File: src/rtl/csr_pkg.sv
// Shared constants for the machine-mode trap CSR block: CSR addresses,
// mstatus bit positions, mtvec mode encodings and the redirect FSM states.
package csr_pkg;

    localparam logic [11:0] CSR_MSTATUS  = 12'h300;
    localparam logic [11:0] CSR_MTVEC    = 12'h305;
    localparam logic [11:0] CSR_MSCRATCH = 12'h340;
    localparam logic [11:0] CSR_MEPC     = 12'h341;
    localparam logic [11:0] CSR_MCAUSE   = 12'h342;

    localparam int MSTATUS_MIE    = 3;
    localparam int MSTATUS_MPIE   = 7;
    localparam int MSTATUS_MPP_LO = 11;

    localparam logic [1:0] MTVEC_MODE_DIRECT   = 2'd0;
    localparam logic [1:0] MTVEC_MODE_VECTORED = 2'd1;

    typedef enum logic [1:0] {
        ST_IDLE   = 2'd0,
        ST_TRAP   = 2'd1,
        ST_RET    = 2'd2,
        ST_SETTLE = 2'd3
    } trap_state_e;

    // Machine-only core: MPP is hardwired to M-mode (2'b11).
    function automatic logic [31:0] mstatus_view(input logic mie, input logic mpie);
        logic [31:0] v;
        v = '0;
        v[MSTATUS_MIE]          = mie;
        v[MSTATUS_MPIE]         = mpie;
        v[MSTATUS_MPP_LO +: 2]  = 2'b11;
        return v;
    endfunction

    function automatic logic [1:0] mtvec_mode_warl(input logic [1:0] mode);
        return (mode == MTVEC_MODE_VECTORED) ? MTVEC_MODE_VECTORED : MTVEC_MODE_DIRECT;
    endfunction

endpackage

File: src/rtl/trap_csr_regs.sv
// CSR storage, WARL masking and combinational read mux for trap_csr.
// Optional mscratch register is built when TRAP_CSR_MSCRATCH_EN is defined.
module trap_csr_regs
    import csr_pkg::*;
(
    input  logic        CLK,
    input  logic        RST,
    input  logic        wr_en,
    input  logic [11:0] wr_addr,
    input  logic [31:0] wr_data,
    input  logic [11:0] rd_addr,
    output logic [31:0] rd_data,
    input  logic        trap_commit,
    input  logic        ret_commit,
    input  logic [31:0] trap_pc,
    input  logic [31:0] trap_code,
    output logic        mie,
    output logic [31:0] mepc,
    output logic [31:0] mtvec
);

    logic        mie_q;
    logic        mpie_q;
    logic [31:0] mepc_q;
    logic [31:0] mcause_q;
    logic [31:0] mtvec_q;

    // Trap/MRET commit overrides a same-edge software write to mstatus.
    always_ff @(posedge CLK or negedge RST) begin
        if (!RST) begin
            mie_q  <= 1'b0;
            mpie_q <= 1'b0;
        end else if (trap_commit) begin
            mpie_q <= mie_q;
            mie_q  <= 1'b0;
        end else if (ret_commit) begin
            mie_q  <= mpie_q;
            mpie_q <= 1'b1;
        end else if (wr_en && wr_addr == CSR_MSTATUS) begin
            mie_q  <= wr_data[MSTATUS_MIE];
            mpie_q <= wr_data[MSTATUS_MPIE];
        end
    end

    always_ff @(posedge CLK or negedge RST) begin
        if (!RST) begin
            mepc_q   <= '0;
            mcause_q <= '0;
        end else if (trap_commit) begin
            mepc_q   <= trap_pc & ~32'h3;
            mcause_q <= trap_code;
        end else if (wr_en) begin
            if (wr_addr == CSR_MEPC)   mepc_q   <= wr_data & ~32'h3;
            if (wr_addr == CSR_MCAUSE) mcause_q <= wr_data;
        end
    end

    always_ff @(posedge CLK or negedge RST) begin
        if (!RST) begin
            mtvec_q <= '0;
        end else if (wr_en && wr_addr == CSR_MTVEC) begin
            mtvec_q <= {wr_data[31:2], mtvec_mode_warl(wr_data[1:0])};
        end
    end

`ifdef TRAP_CSR_MSCRATCH_EN
    logic [31:0] mscratch_q;

    always_ff @(posedge CLK or negedge RST) begin
        if (!RST) begin
            mscratch_q <= '0;
        end else if (wr_en && wr_addr == CSR_MSCRATCH) begin
            mscratch_q <= wr_data;
        end
    end
`endif

    always_comb begin
        rd_data = '0;
        case (rd_addr)
            CSR_MSTATUS:  rd_data = mstatus_view(mie_q, mpie_q);
            CSR_MTVEC:    rd_data = mtvec_q;
            CSR_MEPC:     rd_data = mepc_q;
            CSR_MCAUSE:   rd_data = mcause_q;
`ifdef TRAP_CSR_MSCRATCH_EN
            CSR_MSCRATCH: rd_data = mscratch_q;
`endif
            default:      rd_data = '0;
        endcase
    end

    assign mie   = mie_q;
    assign mepc  = mepc_q;
    assign mtvec = mtvec_q;

endmodule

File: src/rtl/trap_csr.sv
// Machine-mode trap CSR and redirect unit: commits trap reports / MRET and issues
// a one-cycle flush+jump. Optional mscratch via TRAP_CSR_MSCRATCH_EN.
module trap_csr
    import csr_pkg::*;
(
    input  logic        CLK,
    input  logic        RST,
    input  logic        MEM_WAIT,
    input  logic        TRAP_EN,
    input  logic [31:0] TRAP_PC,
    input  logic [31:0] TRAP_CODE,
    input  logic [31:0] TRAP_JMP_TO,
    input  logic        MRET_EN,
    input  logic [11:0] CSR_RD_ADDR,
    output logic [31:0] CSR_RD_DATA,
    input  logic        CSR_WR_EN,
    input  logic [11:0] CSR_WR_ADDR,
    input  logic [31:0] CSR_WR_DATA,
    output logic        INT_ALLOW,
    output logic [1:0]  TRAP_VEC_MODE,
    output logic [31:0] TRAP_VEC_BASE,
    output logic        FLUSH,
    output logic        JMP_EN,
    output logic [31:0] JMP_PC
);

    trap_state_e state_q, state_d;
    logic        trap_take, ret_take;
    logic        flush_q, flush_d;
    logic [31:0] jmp_pc_q, jmp_pc_d;
    logic        mie;
    logic [31:0] mepc;
    logic [31:0] mtvec;

    trap_csr_regs u_regs (
        .CLK         (CLK),
        .RST         (RST),
        .wr_en       (CSR_WR_EN),
        .wr_addr     (CSR_WR_ADDR),
        .wr_data     (CSR_WR_DATA),
        .rd_addr     (CSR_RD_ADDR),
        .rd_data     (CSR_RD_DATA),
        .trap_commit (trap_take),
        .ret_commit  (ret_take),
        .trap_pc     (TRAP_PC),
        .trap_code   (TRAP_CODE),
        .mie         (mie),
        .mepc        (mepc),
        .mtvec       (mtvec)
    );

    always_ff @(posedge CLK or negedge RST) begin
        if (!RST) begin
            state_q  <= ST_IDLE;
            flush_q  <= 1'b0;
            jmp_pc_q <= '0;
        end else begin
            state_q  <= state_d;
            flush_q  <= flush_d;
            jmp_pc_q <= jmp_pc_d;
        end
    end

    // Requests are only accepted in IDLE; a trap always beats a same-cycle MRET.
    always_comb begin
        state_d   = state_q;
        trap_take = 1'b0;
        ret_take  = 1'b0;
        flush_d   = 1'b0;
        jmp_pc_d  = jmp_pc_q;
        case (state_q)
            ST_IDLE: begin
                if (!MEM_WAIT && TRAP_EN) begin
                    trap_take = 1'b1;
                    flush_d   = 1'b1;
                    jmp_pc_d  = TRAP_JMP_TO;
                    state_d   = ST_TRAP;
                end else if (!MEM_WAIT && MRET_EN) begin
                    ret_take  = 1'b1;
                    flush_d   = 1'b1;
                    jmp_pc_d  = mepc;
                    state_d   = ST_RET;
                end
            end
            ST_TRAP:   state_d = ST_SETTLE;
            ST_RET:    state_d = ST_SETTLE;
            ST_SETTLE: state_d = ST_IDLE;
            default:   state_d = ST_IDLE;
        endcase
    end

    assign FLUSH         = flush_q;
    assign JMP_EN        = flush_q;
    assign JMP_PC        = jmp_pc_q;
    assign INT_ALLOW     = mie && (state_q == ST_IDLE);
    assign TRAP_VEC_MODE = mtvec[1:0];
    assign TRAP_VEC_BASE = {mtvec[31:2], 2'b00};

endmodule

File: config.mk
export PLATFORM = sky130hd
export DESIGN_NAME = trap_csr
export DESIGN_NICKNAME = d
export VERILOG_FILES = /design/src/rtl/csr_pkg.sv /design/src/rtl/trap_csr_regs.sv /design/src/rtl/trap_csr.sv
export SDC_FILE = /design/constraint.sdc
export NUM_CORES = 1
export LEC_CHECK = 0
export CORE_MARGIN = 5
export CORE_UTILIZATION = 35
export CTS_CLUSTER_DIAMETER = 150
export DETAILED_ROUTE_END_ITERATION = 8
export PLACE_DENSITY = 0.73
export SYNTH_ARGS = -nofsm -noshare
export SYNTH_HDL_FRONTEND = slang
export SYNTH_SLANG_ARGS = --single-unit
File: constraint.sdc
create_clock -name CLK -period 4.7 [get_ports CLK]
set_input_delay 0.705 -clock CLK [delete_from_list [all_inputs] [get_ports CLK]]
set_output_delay 0.705 -clock CLK [all_outputs]
set_load 0.02 [all_outputs]
==> results.md <==
- Status: finished clean
- Post-route antenna net violation count: 0
- Core Region: 0.01815 sq mm
- Worst Path Max Fanout: 14
- Max frequency: around 270 MHz
- GPL Wtd Cong: about 0.82
- Syn avg cell area: 9.927 sq um
- # hold bufs at CTS: 0
- Max-slew violation count: 0
- Vias in the first global route: 6,228
- Clk sinks: between 100 and 150
- Cells after synthesis: 655
- Reg clk slew, reported paths: about 0.050 ns
- PostCTS Resize Cnt: 0
- Commonest non-fill, non-tap cells in the layout: 251 x clkdlybuf4s50_1, 130 x dfrtp_1, 128 x nand2_1
- Kind of end point of the critical path: primary output
- Most used cell, CP: clkdlybuf4s50_1
- Crit path from: CSR_RD_ADDR[0]
- Layout area overhead: 51.59%
- Total GRT Usage: approximately 22%
- Worst Skew: a little under 0.007 ns
- Number of synthesized flops with an enable pin: 0
- CTS Buf Count: 17
- Critical path class: in2out
- Fin crit period: around 3.8 ns
- Die Y: approximately 150 um
- Psw: around 0.0014 W
- Area leader, netlist: dfrtp_1
- Root Buffer: clkbuf_16
- Worst path max stage delay: approximately 0.67 ns
- DP HPWL: 17,430 um
- Global-route wire length before repair: 37,090 um
- Via count: 6,142
- Routed length per instance: roughly 21 um
- Worst path slowest cell: clkdlybuf4s50_1
- Fin. Hold Viols: 0
- Ys flop type: dfrtp_1
- DR iter-0 viols: slightly above 400
- Total grt overflow: 0
- Layout cell share with drive strength beyond 1: between 10% and 20%
- Largest net degree at the start of global routing: slightly below 70
- Period utilization: between 80% and 90%
- Sequential share of the synthesized area: 50.03%
- Int Pwr: roughly 0.003 W
- Net Sw Frac: about a third
- Setup_tns: 0 ns
- Commonest non-fill, non-tap cell in the layout: clkdlybuf4s50_1
- # rows: a little under 50
- Leakage Power: roughly 4.1 nW
- R2R Path Start: state_q[0]
- Yosys warning count: 0
- RSZ-0062 raised after global routing: no
- # nets final: around 1,000
- Yosys cell types: 44
- Pwr dens: approximately 460 mW/mm^2
- CP required: ~4.0 ns
- Asr flop ratio synth: between 90% and 100%
- VDD IR-drop max: between 0.2 and 0.25 mV
- Maxcap violations: 0
- Clk buf depth: 2
- Largest delay contributor family on the critical path: buffers and inverters
- Final Util: roughly 54%
- Worst-Skew Late Latency: 0.41 ns
- Post-CTS setup repair buffer count: 0
- Slew Limit Headroom: a little over two fifths
- Drc violations: 0
- Mapped Area: around 0.0065 sq mm
- Starting Density: a little over a third
- Antenna Cells: 0
- Critical-path cell list: clkdlybuf4s50_1 -> nor2b_4 -> and3b_1 -> nor3b_4 -> buf_4 -> o2bb2ai_1 -> clkdlybuf4s50_1
- Vias/cell: 5.445
- Worst hold path class: in2async
- Flop pwr share: 39.9%
- CTS tree: yes
- Clock power frac: between 30% and 40%
- CP Buf/Inv Count: 3
- Worst EP arrival: approximately 3.1 ns
- I/O Buffers: 253
- Measured slew at the worst slew-check pin: between 0.8 and 0.9 ns
- H-tree depth: 4
- Die Width: 146.3 um
- Top post-synthesis cells by area: dfrtp_1 50%, nand2_1 7.4%, o211ai_1 6.7%
- Die area: approximately 0.021 sq mm
- # setup viols final: 0
- Worst setup SP type: input pin
- # fillers: 1,650
- Post-Route WL: ~24,000 um
- Initial antenna violation count: 0
- Logic pwr share: between 20 and 30%
- DR pass1 iterations: 5
- Flops & latches, synth: 130
- I/O pin cnt: approximately 260
- Synth top area share: 50.03%
[cell usage after synthesis (2+ instances only)]
cell and instances:
a31oi_1 2, clkbuf_1 35, and2_1 2, nand4_1 3, nor3b_2 2, and3b_1 3, o21ai_0 31, o22ai_1 5
a21oi_1 5, nor2_1 4, mux2_2 30, mux2_1 3, nor2b_1 7, dfrtp_1 130, o211ai_1 58, nand3b_1 2
a21o_1 2, and4bb_2 2, nor3_1 2, buf_4 4, or3b_2 2, a22oi_1 30, buf_2 8, a22o_1 2
mux2i_1 31, nand2_1 129, nand3_1 65, nand2b_1 2, buf_1 9, buf_6 3, inv_1 4, o2bb2ai_1 26
[power by group through the flow]
stage          Combinational, W  Clock [W]  Sequential [W]
2_1_floorplan          0.000632          0         0.00185
3_3_place_gp            0.00130          0         0.00180
3_5_place_dp            0.00133          0         0.00181
4_1_cts                 0.00134    0.00141         0.00180
5_1_grt                 0.00147    0.00146         0.00185
6_report                0.00132    0.00139         0.00180
[kinds of logic after synthesis]
logic type      synth area share [%]
other cells                  0.05767
buf+inv                        4.368
simple gates                   16.89
compound gates                 17.97
flops                          50.03
mux                            10.49
fa+ha+maj                     0.1924
[worst paths after layout]
path	endpoint	slack [ns]	depth (start not counted)
setup / recovery	CSR_RD_DATA[19]	0.94	7
hold / removal	u_regs.mtvec[12]	0.25	1
setup reg to reg	u_regs.mcause_q[17]	2.33	6
hold reg to reg	JMP_PC[12]	0.47	2
max in group asynchronous	u_regs.mcause_q[8]	3.43	2
min in group CLK	JMP_PC[12]	0.47	2
[metrics by stage]
stage,area (sq um),power [W],cells,setup slack (ns),hold slack [ns]
after floorplan,6510,0.002483,657,2.082,0.4094
after global placement,9243,0.003094,1098,0.9785,0.4606
after detailed placement,9243,0.003149,1098,0.9673,0.4689
after CTS,9857,0.004549,1128,0.9570,0.2504
after global routing,9857,0.004781,1128,0.8597,0.2674
final,9857,0.004514,1128,0.9369,0.2506
[sequential cells by signal, indices dropped and copies added, names as in the netlist]
register,count
state_q,2
u_regs.mpie_q,1
u_regs.mepc,30
u_regs.mie,1
FLUSH,1
u_regs.mcause_q,32
JMP_PC,32
u_regs.mtvec,31
[cell type report]
cell class	instances	area [sq um]	share of cell area, %
multi-input combinational	464	3022	30.66
clock inverter	4	95.09	0.9647
sequential	130	3253	33.00
timing repair buffer	271	2666	27.05
tap	229	286.5	2.907
clock buffer	26	519.2	5.268
inverter	4	15.01	0.1523
[metal layers]
metal  wire length, um  global-route usage [%]
met5                 0                       0
met4               555                   7.808
met3              1167                   3.657
met2             11800                   36.72
met1             10640                   29.99
(Power assumes the default switching activity.)
